## src/rtl/ex_muldiv_unit.sv

```systemverilog
// ex_muldiv_unit: EX-stage iterative RV32M unit (MUL/MULH/MULHSU/MULHU/DIV/DIVU/REM/REMU).
// It multiplies or divides the operand magnitudes over 32 cycles, then fixes the result sign.
// Optional feature macro: MULDIV_DIVZERO_FAST_EN. When it is defined, a divide by zero
// finishes directly from IDLE with a one-cycle latency.
// Ports:
//   clk, reset       rising-edge clock, synchronous active-low reset
//   i_valid, i_ALUOp ID/EX slot valid and ALU opcode
//   i_RD1, i_RD2     rs1 / rs2 operands
//   i_rd             destination register
//   flush            kills the in-flight op
//   o_stall          combinational freeze request to the front end
//   o_valid          combinational one-cycle result strobe (masked by flush)
//   o_result, o_rd   registered result and destination, held until the next completion
module ex_muldiv_unit #(
   parameter logic [4:0]  OP_BASE = 5'd20,
   parameter int unsigned XLEN    = 32
) (
   input  logic            clk,
   input  logic            reset,
   input  logic            i_valid,
   input  logic [4:0]      i_ALUOp,
   input  logic [XLEN-1:0] i_RD1,
   input  logic [XLEN-1:0] i_RD2,
   input  logic [4:0]      i_rd,
   input  logic            flush,
   output logic            o_stall,
   output logic            o_valid,
   output logic [XLEN-1:0] o_result,
   output logic [4:0]      o_rd
);
   localparam int unsigned CW = 5;

   typedef enum logic [1:0] {IDLE, RUN, DONE} state_t;

   state_t            state, state_d;
   logic [CW-1:0]     count;
   logic [2:0]        op_q;
   logic              sa_q, sb_q, bz_q;
   logic [XLEN-1:0]   hi_q, lo_q, b_q;
   logic [4:0]        rd_q;

   // Decode of the ID/EX slot
   logic [5:0]        op_lo;
   logic              in_range, in_div, in_sa, in_sb, neg_a, neg_b, in_bz, fast, accept;
   logic [2:0]        in_op;
   logic [XLEN-1:0]   mag_a, mag_b;

   assign op_lo    = {1'b0, OP_BASE};
   assign in_range = ({1'b0, i_ALUOp} >= op_lo) && ({1'b0, i_ALUOp} <= 6'(op_lo + 6'd7));
   assign in_op    = 3'(i_ALUOp - OP_BASE);
   assign in_div   = in_op[2];
   // rs1 is signed for MUL/MULH/MULHSU/DIV/REM; rs2 is signed for the same set except MULHSU
   assign in_sa    = (in_op != 3'd3) && (in_op != 3'd5) && (in_op != 3'd7);
   assign in_sb    = in_sa && (in_op != 3'd2);
   assign neg_a    = in_sa & i_RD1[XLEN-1];
   assign neg_b    = in_sb & i_RD2[XLEN-1];
   assign mag_a    = neg_a ? -i_RD1 : i_RD1;
   assign mag_b    = neg_b ? -i_RD2 : i_RD2;
   assign in_bz    = (i_RD2 == '0);
`ifdef MULDIV_DIVZERO_FAST_EN
   assign fast     = in_div & in_bz;
`else
   assign fast     = 1'b0;
`endif
   assign accept   = (state == IDLE) & i_valid & in_range & ~flush;

   // One iteration step: shift-add multiply (product in hi:lo) or restoring divide (rem:quo in hi:lo)
   logic [XLEN:0]     mul_sum, div_rs, div_sub;
   logic              div_ge;
   logic [XLEN-1:0]   hi_n, lo_n, quo, rem, res;
   logic [2*XLEN-1:0] prod, prod_s;

   always_comb begin
      mul_sum = {1'b0, hi_q} + {1'b0, (lo_q[0] ? b_q : {XLEN{1'b0}})};
      div_rs  = {hi_q, lo_q[XLEN-1]};
      div_ge  = div_rs >= {1'b0, b_q};
      div_sub = div_rs - {1'b0, b_q};
      if (op_q[2]) begin
         hi_n = div_ge ? div_sub[XLEN-1:0] : div_rs[XLEN-1:0];
         lo_n = {lo_q[XLEN-2:0], div_ge};
      end else begin
         hi_n = mul_sum[XLEN:1];
         lo_n = {mul_sum[0], lo_q[XLEN-1:1]};
      end
   end

   // Sign fix-up of the final iteration; quotient keeps all-ones on divide by zero
   always_comb begin
      prod   = {hi_n, lo_n};
      prod_s = (sa_q ^ sb_q) ? -prod : prod;
      quo    = ((sa_q ^ sb_q) && !bz_q) ? -lo_n : lo_n;
      rem    = sa_q ? -hi_n : hi_n;
      case (op_q)
         3'd0:       res = prod_s[XLEN-1:0];
         3'd4, 3'd5: res = quo;
         3'd6, 3'd7: res = rem;
         default:    res = prod_s[2*XLEN-1:XLEN];
      endcase
   end

   // FSM state register
   always_ff @(posedge clk) begin
      if (!reset) state <= IDLE;
      else        state <= state_d;
   end

   // FSM next state and combinational handshake outputs
   always_comb begin
      state_d = state;
      o_stall = accept | (state == RUN);
      o_valid = (state == DONE) & ~flush;
      case (state)
         IDLE:    if (accept) state_d = fast ? DONE : RUN;
         RUN:     if (flush) state_d = IDLE;
                  else if (count == CW'(31)) state_d = DONE;
         DONE:    state_d = IDLE;
         default: state_d = IDLE;
      endcase
   end

   // Operand latch, iteration datapath and result registers
   always_ff @(posedge clk) begin
      if (!reset) begin
         count    <= '0;
         op_q     <= '0;
         sa_q     <= 1'b0;
         sb_q     <= 1'b0;
         bz_q     <= 1'b0;
         hi_q     <= '0;
         lo_q     <= '0;
         b_q      <= '0;
         rd_q     <= '0;
         o_result <= '0;
         o_rd     <= '0;
      end else if (accept) begin
         count <= '0;
         op_q  <= in_op;
         rd_q  <= i_rd;
         sa_q  <= neg_a;
         sb_q  <= neg_b;
         bz_q  <= in_bz;
         hi_q  <= '0;
         lo_q  <= in_div ? mag_a : mag_b;
         b_q   <= in_div ? mag_b : mag_a;
         if (fast) begin
            o_result <= in_op[1] ? i_RD1 : {XLEN{1'b1}};
            o_rd     <= i_rd;
         end
      end else if (state == RUN && !flush) begin
         hi_q <= hi_n;
         lo_q <= lo_n;
         if (count == CW'(31)) begin
            count    <= '0;
            o_result <= res;
            o_rd     <= rd_q;
         end else begin
            count <= count + CW'(1);
         end
      end else begin
         count <= '0;
      end
   end
endmodule

```

## config.mk

```make
export PLATFORM = sky130hd
export DESIGN_NAME = ex_muldiv_unit
export DESIGN_NICKNAME = d
export VERILOG_FILES = /design/src/rtl/ex_muldiv_unit.sv
export SDC_FILE = /design/constraint.sdc
export NUM_CORES = 1
export LEC_CHECK = 0
export ABC_AREA = 1
export BUFFER_PORTS_ARGS = -buffer_cell sky130_fd_sc_hd__buf_4
export CORE_MARGIN = 1.5
export CORE_UTILIZATION = 25
export CTS_BUF_LIST = sky130_fd_sc_hd__clkbuf_8
export CTS_CLUSTER_DIAMETER = 80
export CTS_CLUSTER_SIZE = 8
export DETAILED_ROUTE_END_ITERATION = 7
export PLACE_DENSITY_LB_ADDON = 0.12
export SYNTH_ARGS = -nofsm -noshare
export SYNTH_HDL_FRONTEND = slang
export SYNTH_SLANG_ARGS = --single-unit
export TNS_END_PERCENT = 5
```

## constraint.sdc

```tcl
create_clock -name clk -period 5.07 [get_ports clk]
set_input_delay 0.7605 -clock clk [delete_from_list [all_inputs] [get_ports clk]]
set_output_delay 0.7605 -clock clk [all_outputs]
set_load 0.005 [all_outputs]
```

== Word level (Yosys, flattened, before mapping) ==
Cells that the tools add are included.

* Input bits: 78
* Register bits: 151
* Word-level logic and storage cells: 85

* Bitwise gates (word level): 12
* Add/sub/neg operators: 9
* Equal/unequal tests: 13
* Multiplexer cells: 18
* Reduce and logical (&&, ||, !) cells: 18
* Order comparisons: 3

{| class="wikitable"
|+ Operators by type and width
! operator !! count
|-
| $mux 32 || 12
|-
| $neg 32->32 || 4
|-
| $pmux 32 s3 || 1
|-
| $mux 64 || 1
|-
| $neg 64->64 || 1
|-
| $add 32x32->33 || 1
|-
| $ge 33x32->1 || 1
|-
| $logic_not 32->1 || 1
|-
| $sub 32x32->32 || 1
|-
| $eq 3x3->1 const B || 4
|-
| $ne 3x2->1 const B || 3
|-
| $and 1x1->1 || 6
|-
| $logic_and 1x1->1 || 6
|-
| $mux 2 || 3
|-
| $ne 3x3->1 const B || 2
|-
| $reduce_or 2->1 || 3
|-
| $add 5x1->5 const B || 1
|-
| $eq 5x5->1 const B || 1
|-
| $ge 5x5->1 const B || 1
|-
| $le 5x5->1 const B || 1
|-
| $not 1->1 || 4
|-
| $pmux 2 s2 || 1
|-
| $reduce_or 4->1 || 1
|-
| $logic_not 3->1 || 1
|-
| 11 further kinds || 12
|}

== Longest topological paths before layout ==
Gate-level depths: netlist of the first run.

* Depth in word-level cells: 9
* Depth in mapped cells: 32
* Gate-level depth less buffers: 32

== Least setup slack after synthesis of the first run ==
OpenSTA, ideal clock, no wires.

* Path kind: reg-to-reg
* Start: register b_q[8]
* End: register o_result[20]
* Required time: 4.935 ns
* Arrival time: 3.447 ns
* Stages on the path, launching flop included: 32
* Library setup time: 0.135 ns
* Setup slack: 1.488 ns
* Path through: dfxtp_1 > inv_1 > ha_1 > nand2_2 > inv_2 > nand2_1 > nand2_2 > inv_2 > nand3_2 > nand2_2 > nand2_2 > nand2_4 > nand3_2 > nand2_1 > ha_1 > inv_1 > nor2_1 > nand3_2 > inv_2 > nand2_2 > nor2_4 > nand3_2 > nor4_4 > nand3_1 > nand2_1 > nand2_1 > inv_1 > nand2_1 > o21ai_0 > nand3_1 > nand3_1 > a21oi_1

* Longest elaborated chain between the ends: 6
* Elaborated cells between the ends (all ways): 14
* Those cells by class: 5 x add/sub; 1 x order compare; 8 x mux

{| class="wikitable"
|+ Ends and longest elaborated chain
! what !! line !! text
|-
| start, declared || 39 || <nowiki>logic [XLEN-1:0] hi_q, lo_q, b_q;</nowiki>
|-
| start signal, assigned || 144 || <nowiki>b_q <= in_div ? mag_b : mag_a;</nowiki>
|-
| $mux 32, or another cell as far along || 74 || <nowiki>mul_sum = {1'b0, hi_q} + {1'b0, (lo_q[0] ? b_q : {XLEN{1'b0}})};</nowiki>
|-
| $add 32x32->33 / $mux 32 (equally long branches) || 74, 79 ||
|-
| $mux 32 || 78 || <nowiki>if (op_q[2]) begin</nowiki>
|-
| $neg 64->64 / $neg 32->32 (equally long branches) || 90, 92 ||
|-
| $mux 64 / $mux 32 (equally long branches) || 90, 92 ||
|-
| $pmux 32 s3 (*) || 93 || <nowiki>case (op_q)</nowiki>
|-
| end signal, assigned || 146 || <nowiki>o_result <= in_op[1] ? i_RD1 : {XLEN{1'b1}};</nowiki>
|-
| end signal, assigned || 154 || <nowiki>o_result <= res;</nowiki>
|-
| end, declared || 28 || <nowiki>output logic [XLEN-1:0] o_result,</nowiki>
|}

Mark *: on every way between the ends. The rest lies on a longest branch, timed or not.
A chain may end at the register's enable or synchronous reset.

== Final worst setup path of the first run ==
* Start: register b_q[3]
* End: register o_result[14]

Same word-level chain as after synthesis.

==> run_results.csv, run 1 <==
group,metric,value,unit
run_status,status,"completed",
routing,postRouteAntennaNets,0,
worst_hold_path,hold_class,"in2reg",
floorplanning,initial_utilization,25.3,%
timing,finalSetupViolCount,0,
routing,drcViolationCount,0,
timing,period_needed,4.49,ns
routing,routed_wl,95.7,mm
timing,fmax,0.223,GHz
logic_synthesis,syn-num-nets,3461,
floorplanning,dieArea,75600,um2
pwr,pwr_density_cell,218,nW/um2
global_routing,grt_pass1_wl,139,mm
routing,drt_iter0_drc,1934,
worst_setup_path,critPathMaxFanout,17,
cells_and_area,drive_above_1_share,10.7,%
timing,finalMaxSlewViolations,0,
clocking,cts.root.buffer_cell,"clkbuf_8",
placement,post-dp-hpwl,78.7,mm
clocking,clkSinkCount,151,
clocking,clk_latency,0.60,ns
logic_synthesis,netlist-cell-type-count,63,
clocking,cts_htree_levels,4,
logic_synthesis,ys_seq_elements,151,
timing,finalCritPeriodShare,88.5,%
cells_and_area,multi_input_area,12900,um2
timing,clock-skew-final,0.0322,ns
logic_synthesis,postSynthAreaPerCell,5.58,um2
floorplanning,placementRows,99,
clocking,cts_setup_buffers,0,
worst_setup_path,cp_data_arrival_time,4.96,ns
floorplanning,ios,117,
run,drv_cap,0,
worst_setup_path,cp_slowest_cell,"dfxtp_1",
clocking,post_cts_resized,0,
logic_synthesis,synth_top_area_share,19.7,%
logic_synthesis,yosysTopAreaCell,"nand2_1",
logic_synthesis,yosys_warnings,0,
timing,slew-limit-headroom,29.7,%
worst_setup_path,critPathLaunchType,"flip-flop",
clocking,cts_made_buffers,17,
worst_setup_path,crit_top_cell,"nand2_1",
timing,worst_pin_slew,1.04,ns
worst_setup_path,crit_path_max_incr_delay,0.38,ns
global_routing,grt_overflow,0,
timing,finalHoldViolCount,0,
pwr,peakVddDrop,172,uV
global_routing,antenna_found_initial,1,
cells_and_area,nNetsFinal,3540,
logic_synthesis,synth.yosys.seq_area_share,16.4,%
cells_and_area,seq_area,3030,um2
worst_setup_path,criticalPathCategory,"reg2reg",
routing,vias,21900,
clocking,hold_buffers,0,
placement,port_buffers,116,
cells_and_area,fillers,8648,
routing,detail_route.wl_per_cell,21.9,um
clocking,path_clk_slew,0.13,ns
clocking,clock_path_buffers,2,
logic_synthesis,synth_edf_count,0,
routing,avgViaCountPerCell,5.02,
floorplanning,coreArea,73100,um2
global_routing,grt.total_usage,25.2,%
global_routing,grt_max_degree,89,
pwr,p_leak,0.0108,uW
logic_synthesis,syn_inst,3311,
cells_and_area,area_growth,13.1,%
logic_synthesis,syn-cell-area,18500,um2
clocking,cts_tree,"done",
logic_synthesis,synth_area_leaders,"nand2_1 (20%), dfxtp_1 (16%), inv_1 (10%)",
cells_and_area,finish.utilization,28.6,%
logic_synthesis,synth_ff_type,"dfxtp_1",
worst_setup_path,cp.required,5.54,ns
floorplanning,die_h,275,um
routing,firstDrtPassIters,6,
placement,gp_congestion,0.962,
logic_synthesis,synthArstFlopShare,0,%
worst_setup_path,cp-end-kind,"flip-flop",
timing,rsz0062_at_grt,"no",
floorplanning,die_x,275,um
timing,setup_tns,0,ns
global_routing,grt_pass1_vias,20900,
registers in the layout, summed over array words and instances, names as in the netlist:
name / flops
b_q: 32
hi_q: 32
lo_q: 32
o_result: 32
count: 5
o_rd: 5
rd_q: 5
op_q: 3
state: 2
bz_q: 1
sa_q: 1
sb_q: 1
critical path: cells and delay by family, from the launching register on:
| family | cells | cell delay (ns) |
|---|---|---|
| flip-flops | 1 | 0.38 |
| XOR/XNOR | 1 | 0.15 |
| AO/OA/AOI/OAI | 1 | 0.07 |
| AND/OR/NAND/NOR | 22 | 2.87 |
| buffers and inverters | 4 | 0.34 |
| adder cells (fa/ha/maj) | 2 | 0.54 |
cell type report:
cell class              count  area share, %
flip-flops and latches    151           14.5
clock inverters            15          0.742
well taps                 959           5.74
repair buffers            184           6.73
inverters                 522           9.37
diodes                      1         0.0120
multi-input cells        2514           61.8
clock buffers              17           1.12
worst paths after layout:
kind                  endpoint  cells after the start  startpoint  slack [ns]
setup / recovery  o_result[14]                     30      b_q[3]        0.58
setup reg to reg  o_result[14]                     30      b_q[3]        0.58
hold / removal         rd_q[4]                      3     i_rd[4]        0.44
hold reg to reg       count[0]                      1    count[0]        0.46
through the flow:
stage	hold WS, ns	total power, uW	area [um2]	cells	worst slack [ns]
2_1_floorplan	0.418	2760	18500	3311	1.49
3_3_place_gp	0.434	3530	20500	4330	0.711
3_5_place_dp	0.440	3510	20500	4330	0.653
4_1_cts	0.372	4590	20900	4362	0.670
5_1_grt	0.421	4840	20900	4363	0.176
6_report	0.439	4570	20900	4363	0.583
synthesized netlist by cell type, types with 14 or more instances:
cell type,n
a21oi_1,176
a22oi_1,18
buf_2,18
clkbuf_1,79
dfxtp_1,151
ha_1,70
inv_1,504
inv_2,14
nand2_1,969
nand2_2,35
nand3_1,293
nand3b_1,15
nand4_1,39
nor2_1,323
nor2_2,26
nor3_1,38
o211ai_1,58
o21ai_0,174
o21ai_1,19
o221ai_1,25
xnor2_1,27
xor2_1,86
layer usage:
metal	vias to the layer above	global-route usage (%)	routed length, um
met1	10300	32.3	42200
met2	708	41.3	43600
met5	-	0	0
met4	0	13.6	5270
li1	10800	-	-
met3	138	3.01	4710
power by group:
part | internal (uW) | leakage [uW] | switching [uW]
sequential | 1210 | 0.00122 | 32.4
combinational | 658 | 0.00937 | 1610
clock | 406 | 0.000193 | 642
cell usage in the layout (no fill, tap or decap), drive strengths merged, types with 3 or more instances in the layout:
cell type / count
o31ai: 4
dfxtp: 151
o21a: 3
nor3: 41
buf: 184
nand3b: 15
inv: 528
nand2: 1008
nor4: 9
or2: 13
o221ai: 25
a31oi: 6
xor2: 86
clkinv: 6
a22oi: 18
a221oi: 6
a21oi: 180
ha: 70
and2: 8
o21bai: 9
clkbuf: 17
xnor2: 27
o211ai: 58
nor2: 357
o21ai: 198
nand3: 310
nand4: 43
kinds of logic (layout without fill, tap and decap cells):
| group | Yosys count | count (layout) | synth area share (%) |
|---|---|---|---|
| AND/OR/NAND/NOR | 1806 | 1806 | 42.8 |
| AO/OA/AOI/OAI | 522 | 522 | 16.6 |
| adder cells (fa/ha/maj) | 72 | 72 | 4.95 |
| XOR/XNOR | 113 | 113 | 5.35 |
| other | 0 | 1 | 0 |
| multiplexers | 1 | 1 | 0.0744 |
| buffers and inverters | 646 | 738 | 13.9 |
| flip-flops | 151 | 151 | 16.4 |
No activity file was read; power rests on OpenSTA's default activity.
==> run 2: changes to the inputs <==
--- a/config.mk
+++ b/config.mk
@@ -6,6 +6,7 @@
 export NUM_CORES = 1
 export LEC_CHECK = 0
 export ABC_AREA = 1
+export ABC_CLOCK_PERIOD_IN_PS = 5070
 export BUFFER_PORTS_ARGS = -buffer_cell sky130_fd_sc_hd__buf_4
 export CORE_MARGIN = 1.5
 export CORE_UTILIZATION = 25
@@ -13,6 +14,7 @@
 export CTS_CLUSTER_DIAMETER = 80
 export CTS_CLUSTER_SIZE = 8
 export DETAILED_ROUTE_END_ITERATION = 7
+export MAX_ROUTING_LAYER = met4
 export PLACE_DENSITY_LB_ADDON = 0.12
 export SYNTH_ARGS = -nofsm -noshare
 export SYNTH_HDL_FRONTEND = slang
==> run_results.csv, run 2 (synthesis results as in run 1) <==
group,metric,value,unit
global_routing,grt_pass1_wl,140,mm
cells_and_area,fillers,8595,
clocking,cts_setup_buffers,0,
global_routing,grt.total_usage,26.0,%
worst_setup_path,criticalPathCategory,"reg2reg",
timing,setup_tns,0,ns
pwr,p_leak,0.0108,uW
timing,finalMaxSlewViolations,0,
floorplanning,dieArea,75600,um2
clocking,clock_path_buffers,2,
timing,period_needed,4.48,ns
timing,clock-skew-final,0.0416,ns
floorplanning,initial_utilization,25.3,%
cells_and_area,drive_above_1_share,10.8,%
run,drv_cap,0,
routing,avgViaCountPerCell,4.95,
floorplanning,die_h,275,um
timing,fmax,0.223,GHz
routing,drt_iter0_drc,1909,
worst_setup_path,reg2reg_depth,24,
pwr,peakVddDrop,189,uV
floorplanning,placementRows,99,
run_status,status,"completed",
clocking,cts_made_buffers,17,
floorplanning,die_x,275,um
pwr,pwr_density_cell,221,nW/um2
worst_setup_path,crit_buf_inv,3,
timing,finalHoldViolCount,0,
placement,post-dp-hpwl,78.4,mm
worst_setup_path,critPathMaxFanout,10,
clocking,clkSinkCount,151,
worst_setup_path,crit_top_cell,"nand2_1",
worst_setup_path,startpoint,"lo_q[0]",
routing,firstDrtPassIters,6,
cells_and_area,nNetsFinal,3544,
clocking,cts_htree_levels,4,
clocking,hold_buffers,0,
clocking,post_cts_resized,0,
worst_setup_path,path_delay_family,"simple AND/OR/NAND/NOR gates",
worst_hold_path,min_from,"i_rd[4]",
worst_setup_path,cp.depth,24,
global_routing,antenna_found_initial,1,
placement,port_buffers,116,
worst_setup_path,crit_path_max_incr_delay,0.53,ns
timing,finalSetupViolCount,0,
cells_and_area,stdcell_area,20900,um2
cells_and_area,final_common_cell,"nand2_1",
routing,vias,21600,
placement,place_area,20500,um2
global_routing,grt_overflow,0,
worst_hold_path,holdPathStages,3,
clocking,cts_tree,"done",
global_routing,grt_max_degree,65,
clocking,clk_latency,0.61,ns
cells_and_area,final_cell_mix,"nand2_1 (968), inv_1 (504), nor2_1 (317)",
global_routing,grt_pass1_vias,20800,
timing,finalCritPeriodShare,88.4,%
routing,drcViolationCount,0,
clocking,cts.root.buffer_cell,"clkbuf_8",
worst_setup_path,cp.required,5.58,ns
timing,rsz0062_at_grt,"no",
cells_and_area,area_growth,13.3,%
worst_setup_path,cp_slowest_cell,"dfxtp_1",
floorplanning,coreArea,73100,um2
worst_setup_path,critPathLaunchType,"flip-flop",
timing,slew-limit-headroom,35.8,%
timing,worst_pin_slew,0.957,ns
worst_setup_path,path_cells,"buf_4 > buf_4 > nand2_1 > inv_1 > ha_1 > nand2_1 > nor2_1 > nand3_1 > or2_2 > nand2_1 > nand2_1 > nand2_1 > nand2_1 > nand3_1 > nand2_1 > nor2_1 > nand2_1 > nor2_1 > nand2_1 > nand2_1 > nand3_1 > nand3_1 > nand3_1 > a21oi_1",
worst_setup_path,cp_data_arrival_time,4.99,ns
floorplanning,ios,117,
worst_hold_path,hold_class,"in2reg",
worst_setup_path,r2r-start,"lo_q[0]",
routing,detail_route.wl_per_cell,21.9,um
worst_setup_path,cp-end-kind,"flip-flop",
clocking,path_clk_slew,0.10,ns
routing,routed_wl,95.5,mm
routing,postRouteAntennaNets,0,
placement,gp_congestion,0.968,
==> run 2: cell types whose count changed in the layout (fill, tap and decap cells not counted) <==
| cell | previous run | this run |
|---|---|---|
| buf_4 | 182 | 188 |
| buf_12 | 2 | 0 |
| clkinvlp_4 | 2 | 0 |
| inv_8 | 2 | 4 |
| bufinv_16 | 1 | 2 |
| clkbuf_8 | 17 | 18 |
| clkinv_4 | 3 | 2 |
| inv_6 | 7 | 6 |
==> run 2: final timing paths <==
| path | to | slack (ns) |
|---|---|---|
| setup / recovery | o_result[31] | 0.59 |
| hold / removal | rd_q[4] | 0.44 |
| setup reg to reg | o_result[31] | 0.59 |
| hold reg to reg | count[0] | 0.45 |
==> run 2: cell type report <==
cell class,count,area (um2),area share (%)
clock buffers,18,248,1.18
multi-input cells,2514,12900,61.7
repair buffers,188,1410,6.74
diodes,1,2.50,0.0119
clock inverters,14,175,0.836
well taps,959,1200,5.73
inverters,522,1960,9.36
flip-flops and latches,151,3030,14.5
==> run 2: stage by stage <==
step / power (uW) / utilization, % / hold slack [ns] / std cells / setup WS, ns
floorplan: 2760 / - / 0.418 / 3311 / 1.49
global placement: 3510 / 28.1 / 0.435 / 4334 / 0.647
detailed placement: 3500 / 28.1 / 0.439 / 4334 / 0.661
CTS: 4640 / 28.7 / 0.380 / 4366 / 0.640
global route: 4910 / 28.7 / 0.423 / 4367 / 0.171
finish: 4630 / 28.7 / 0.439 / 4367 / 0.589
==> run 2: power breakdown <==
group          internal [uW]  switching (uW)  total [uW]
logic                    653            1600        2250
registers               1220            35.0        1250
clock network            474             649        1120
==> run 2: worst min-delay path, cell delays in order <==
cell and delay (ns):
buf_4 0.07, o21ai_0 0.07, nor2_1 0.08
==> run 2: metal layers <==
layer  track usage (%)  wire (um)  up-vias
met3              2.81       4050      140
met1              32.7      42600    10100
met2              41.5      44000      584
met4              12.5       4820        0
li1                  -          -    10800
met5                 -          0        -
==> run 3: changes to the inputs <==
--- a/config.mk
+++ b/config.mk
@@ -5,7 +5,6 @@
 export SDC_FILE = /design/constraint.sdc
 export NUM_CORES = 1
 export LEC_CHECK = 0
-export ABC_AREA = 1
 export ABC_CLOCK_PERIOD_IN_PS = 5070
 export BUFFER_PORTS_ARGS = -buffer_cell sky130_fd_sc_hd__buf_4
 export CORE_MARGIN = 1.5
==> run_results.csv, run 3 <==
group,metric,value,unit
worst_setup_path,cp.required,5.53,ns
pwr,power_frac_comb,45.3,%
floorplanning,initial_utilization,25.3,%
floorplanning,die_x,258,um
worst_setup_path,criticalPathCategory,"reg2reg",
worst_setup_path,crit_path_max_incr_delay,0.47,ns
global_routing,grt_overflow,0,
pwr,p_leak,0.00782,uW
worst_setup_path,critPathLaunchType,"flip-flop",
pwr,intPower,2390,uW
clocking,hold_buffers,0,
placement,place_area,19100,um2
worst_hold_path,hold_class,"in2reg",
cells_and_area,nNetsFinal,2708,
run,drv_cap,0,
logic_synthesis,syn-num-nets,2544,
worst_setup_path,cp.depth,17,
floorplanning,dieArea,66600,um2
pwr,seqPwrFrac,29.8,%
clocking,clock_path_buffers,2,
routing,routed_wl,81.7,mm
worst_setup_path,r2r-end,"o_result[29]",
logic_synthesis,yosysMostFrequentCell,"nand2_1",
logic_synthesis,synth.yosys.seq_area_share,18.6,%
worst_setup_path,r2r_slack,0.16,ns
cells_and_area,fin_cells,3427,
global_routing,grt_max_degree,151,
logic_synthesis,syn-cell-area,16300,um2
logic_synthesis,yosysTopAreaCell,"dfxtp_1",
floorplanning,placementRows,93,
cells_and_area,final_common_cell,"nand2_1",
global_routing,grt_pass1_vias,17600,
logic_synthesis,synth_area_leaders,"dfxtp_1 (19%), a21oi_1 (8.3%), nand2_1 (8.0%)",
pwr,peakVddDrop,177,uV
timing,period_needed,4.91,ns
worst_setup_path,endpoint,"o_result[29]",
timing,finalSetupViolCount,0,
clocking,clkSinkCount,151,
cells_and_area,fillers,7074,
worst_setup_path,cp_slowest_cell,"or4_1",
routing,detail_route.wl_per_cell,23.9,um
global_routing,antenna_found_initial,3,
worst_setup_path,critPathMaxFanout,9,
cells_and_area,stdcell_area,19700,um2
worst_setup_path,reg2reg_depth,17,
worst_setup_path,crit_top_cell,"buf_4",
clocking,cts_made_buffers,17,
pwr,pwr_density_cell,213,nW/um2
logic_synthesis,synth_top_area_share,18.6,%
logic_synthesis,syn_inst,2394,
floorplanning,ios,117,
logic_synthesis,synth_ff_type,"dfxtp_1",
logic_synthesis,netlist-cell-type-count,94,
clocking,cts.root.buffer_cell,"clkbuf_8",
pwr,p_sw_share,43.1,%
placement,gp_congestion,0.927,
routing,avgViaCountPerCell,5.41,
timing,finalMaxSlewViolations,0,
logic_synthesis,postSynthAreaPerCell,6.79,um2
routing,drt_iter0_drc,1474,
floorplanning,die_h,258,um
pwr,switchingPower,1810,uW
timing,finalCritPeriodShare,96.9,%
placement,port_buffers,116,
timing,setup_tns,0,ns
pwr,power.share.clock,25.0,%
logic_synthesis,synth_commonest_cells,"nand2_1 (345), a21oi_1 (269), nor2_1 (238), dfxtp_1 (151), o21ai_0 (133)",
floorplanning,coreArea,64300,um2
cells_and_area,drive_above_1_share,16.7,%
routing,drcViolationCount,0,
logic_synthesis,synth_edf_count,0,
worst_setup_path,r2r-start,"hi_q[17]",
timing,fmax,0.204,GHz
timing,worst_pin_slew,1.33,ns
routing,postRouteAntennaNets,0,
timing,finalHoldViolCount,0,
logic_synthesis,ys_seq_elements,151,
clocking,cts_htree_levels,4,
pwr,p_total,4200,uW
routing,vias,18500,
clocking,path_clk_slew,0.11,ns
worst_setup_path,startpoint,"hi_q[17]",
clocking,clk_latency,0.58,ns
placement,post-dp-hpwl,64.6,mm
global_routing,grt_pass1_wl,120,mm
worst_setup_path,cp_data_arrival_time,5.38,ns
routing,firstDrtPassIters,5,
logic_synthesis,yosys_warnings,0,
worst_setup_path,crit_buf_inv,3,
cells_and_area,final_cell_mix,"nand2_1 (343), buf_4 (317), a21oi_1 (266)",
worst_setup_path,path_delay_family,"compound AO/OA/AOI/OAI gates",
timing,slew-limit-headroom,10.5,%
cells_and_area,area_growth,21.2,%
placement,placedCellCount,3391,
logic_synthesis,synthArstFlopShare,0,%
global_routing,grt.total_usage,24.9,%
clocking,cts_tree,"done",
timing,clock-skew-final,0.0311,ns
worst_setup_path,path_cells,"ha_2 > a21oi_4 > o21ai_2 > a311o_2 > a221o_1 > buf_4 > buf_4 > or4_1 > o31ai_1 > a32oi_1 > buf_4 > nor4b_4 > nand2_2 > o31ai_4 > xnor2_2 > a221oi_4 > o31ai_1",
run_status,status,"completed",
timing,whs,0.432,ns
worst_setup_path,cp-end-kind,"flip-flop",
[run 3: how the worst min path moves through the flow]
stage | slack (ns) | start | cells past startpoint | endpoint
2_1_floorplan | 0.42 | count[0] | 1 | count[0]
3_3_place_gp | 0.43 | count[0] | 1 | count[0]
3_5_place_dp | 0.45 | rd_q[3] | 2 | o_rd[3]
4_1_cts | 0.38 | i_rd[4] | 3 | rd_q[4]
5_1_grt | 0.40 | i_rd[4] | 3 | rd_q[4]
6_report | 0.43 | i_rd[4] | 3 | rd_q[4]
[run 3: final cells by class]
type	count	area, um2	share of cell area, %
Inverter	70	263	1.33
Timing Repair Buffer	323	2500	12.7
Antenna cell	2	5.00	0.0254
Tap cell	855	1070	5.43
Clock buffer	19	262	1.33
Multi-Input combinational cell	1995	12400	63.1
Clock inverter	12	139	0.705
Sequential cell	151	3030	15.4
[run 3: logic make-up after synthesis]
family                     Yosys count  synth area share, %
DFF                                151                 18.6
muxes                               42                 2.64
adders and majority gates           72                 5.63
and+or+nand+nor                    913                 26.1
buffers and inverters              248                 6.16
AOI/OAI and AO/OA                  780                 30.8
xor gates and xnor gates           188                 10.1
[run 3: layer usage]
metal | routed length (um) | track usage [%] | vias up
li1 | - | - | 8966
met1 | 37800 | 32.6 | 8917
met2 | 38700 | 40.8 | 581
met3 | 3260 | 2.16 | 69
met4 | 2020 | 7.29 | 0
met5 | 0 | - | -
[run 3: through the flow]
step	utilization, %	worst slack [ns]
6_report	30.6	0.159
5_1_grt	30.6	-0.00725
4_1_cts	30.4	0.0161
3_5_place_dp	29.7	-0.655
3_3_place_gp	29.7	-0.663
2_1_floorplan	-	0.146
[run 3: tightest hold or removal path, stage by stage]
cell and delay, ns:
buf_4 0.11, nand2_1 0.05, a21oi_1 0.05
[run 3: power by group through the flow]
stage	combinational (uW)	clock, uW	sequential [uW]
final	1900	1050	1250
after global routing	2030	1120	1250
after CTS	1860	1080	1250
after detailed placement	1840	0	1280
after global placement	1840	0	1280
after floorplan	1080	0	1250
[run 3: repair_timing]
item,CTS,global route
buffers inserted,0,3
hold endpoints to repair,0,0
endpoints found under the setup margin,3,6
gates cloned,0,0
pin swaps,2,2
resized for setup,16,22
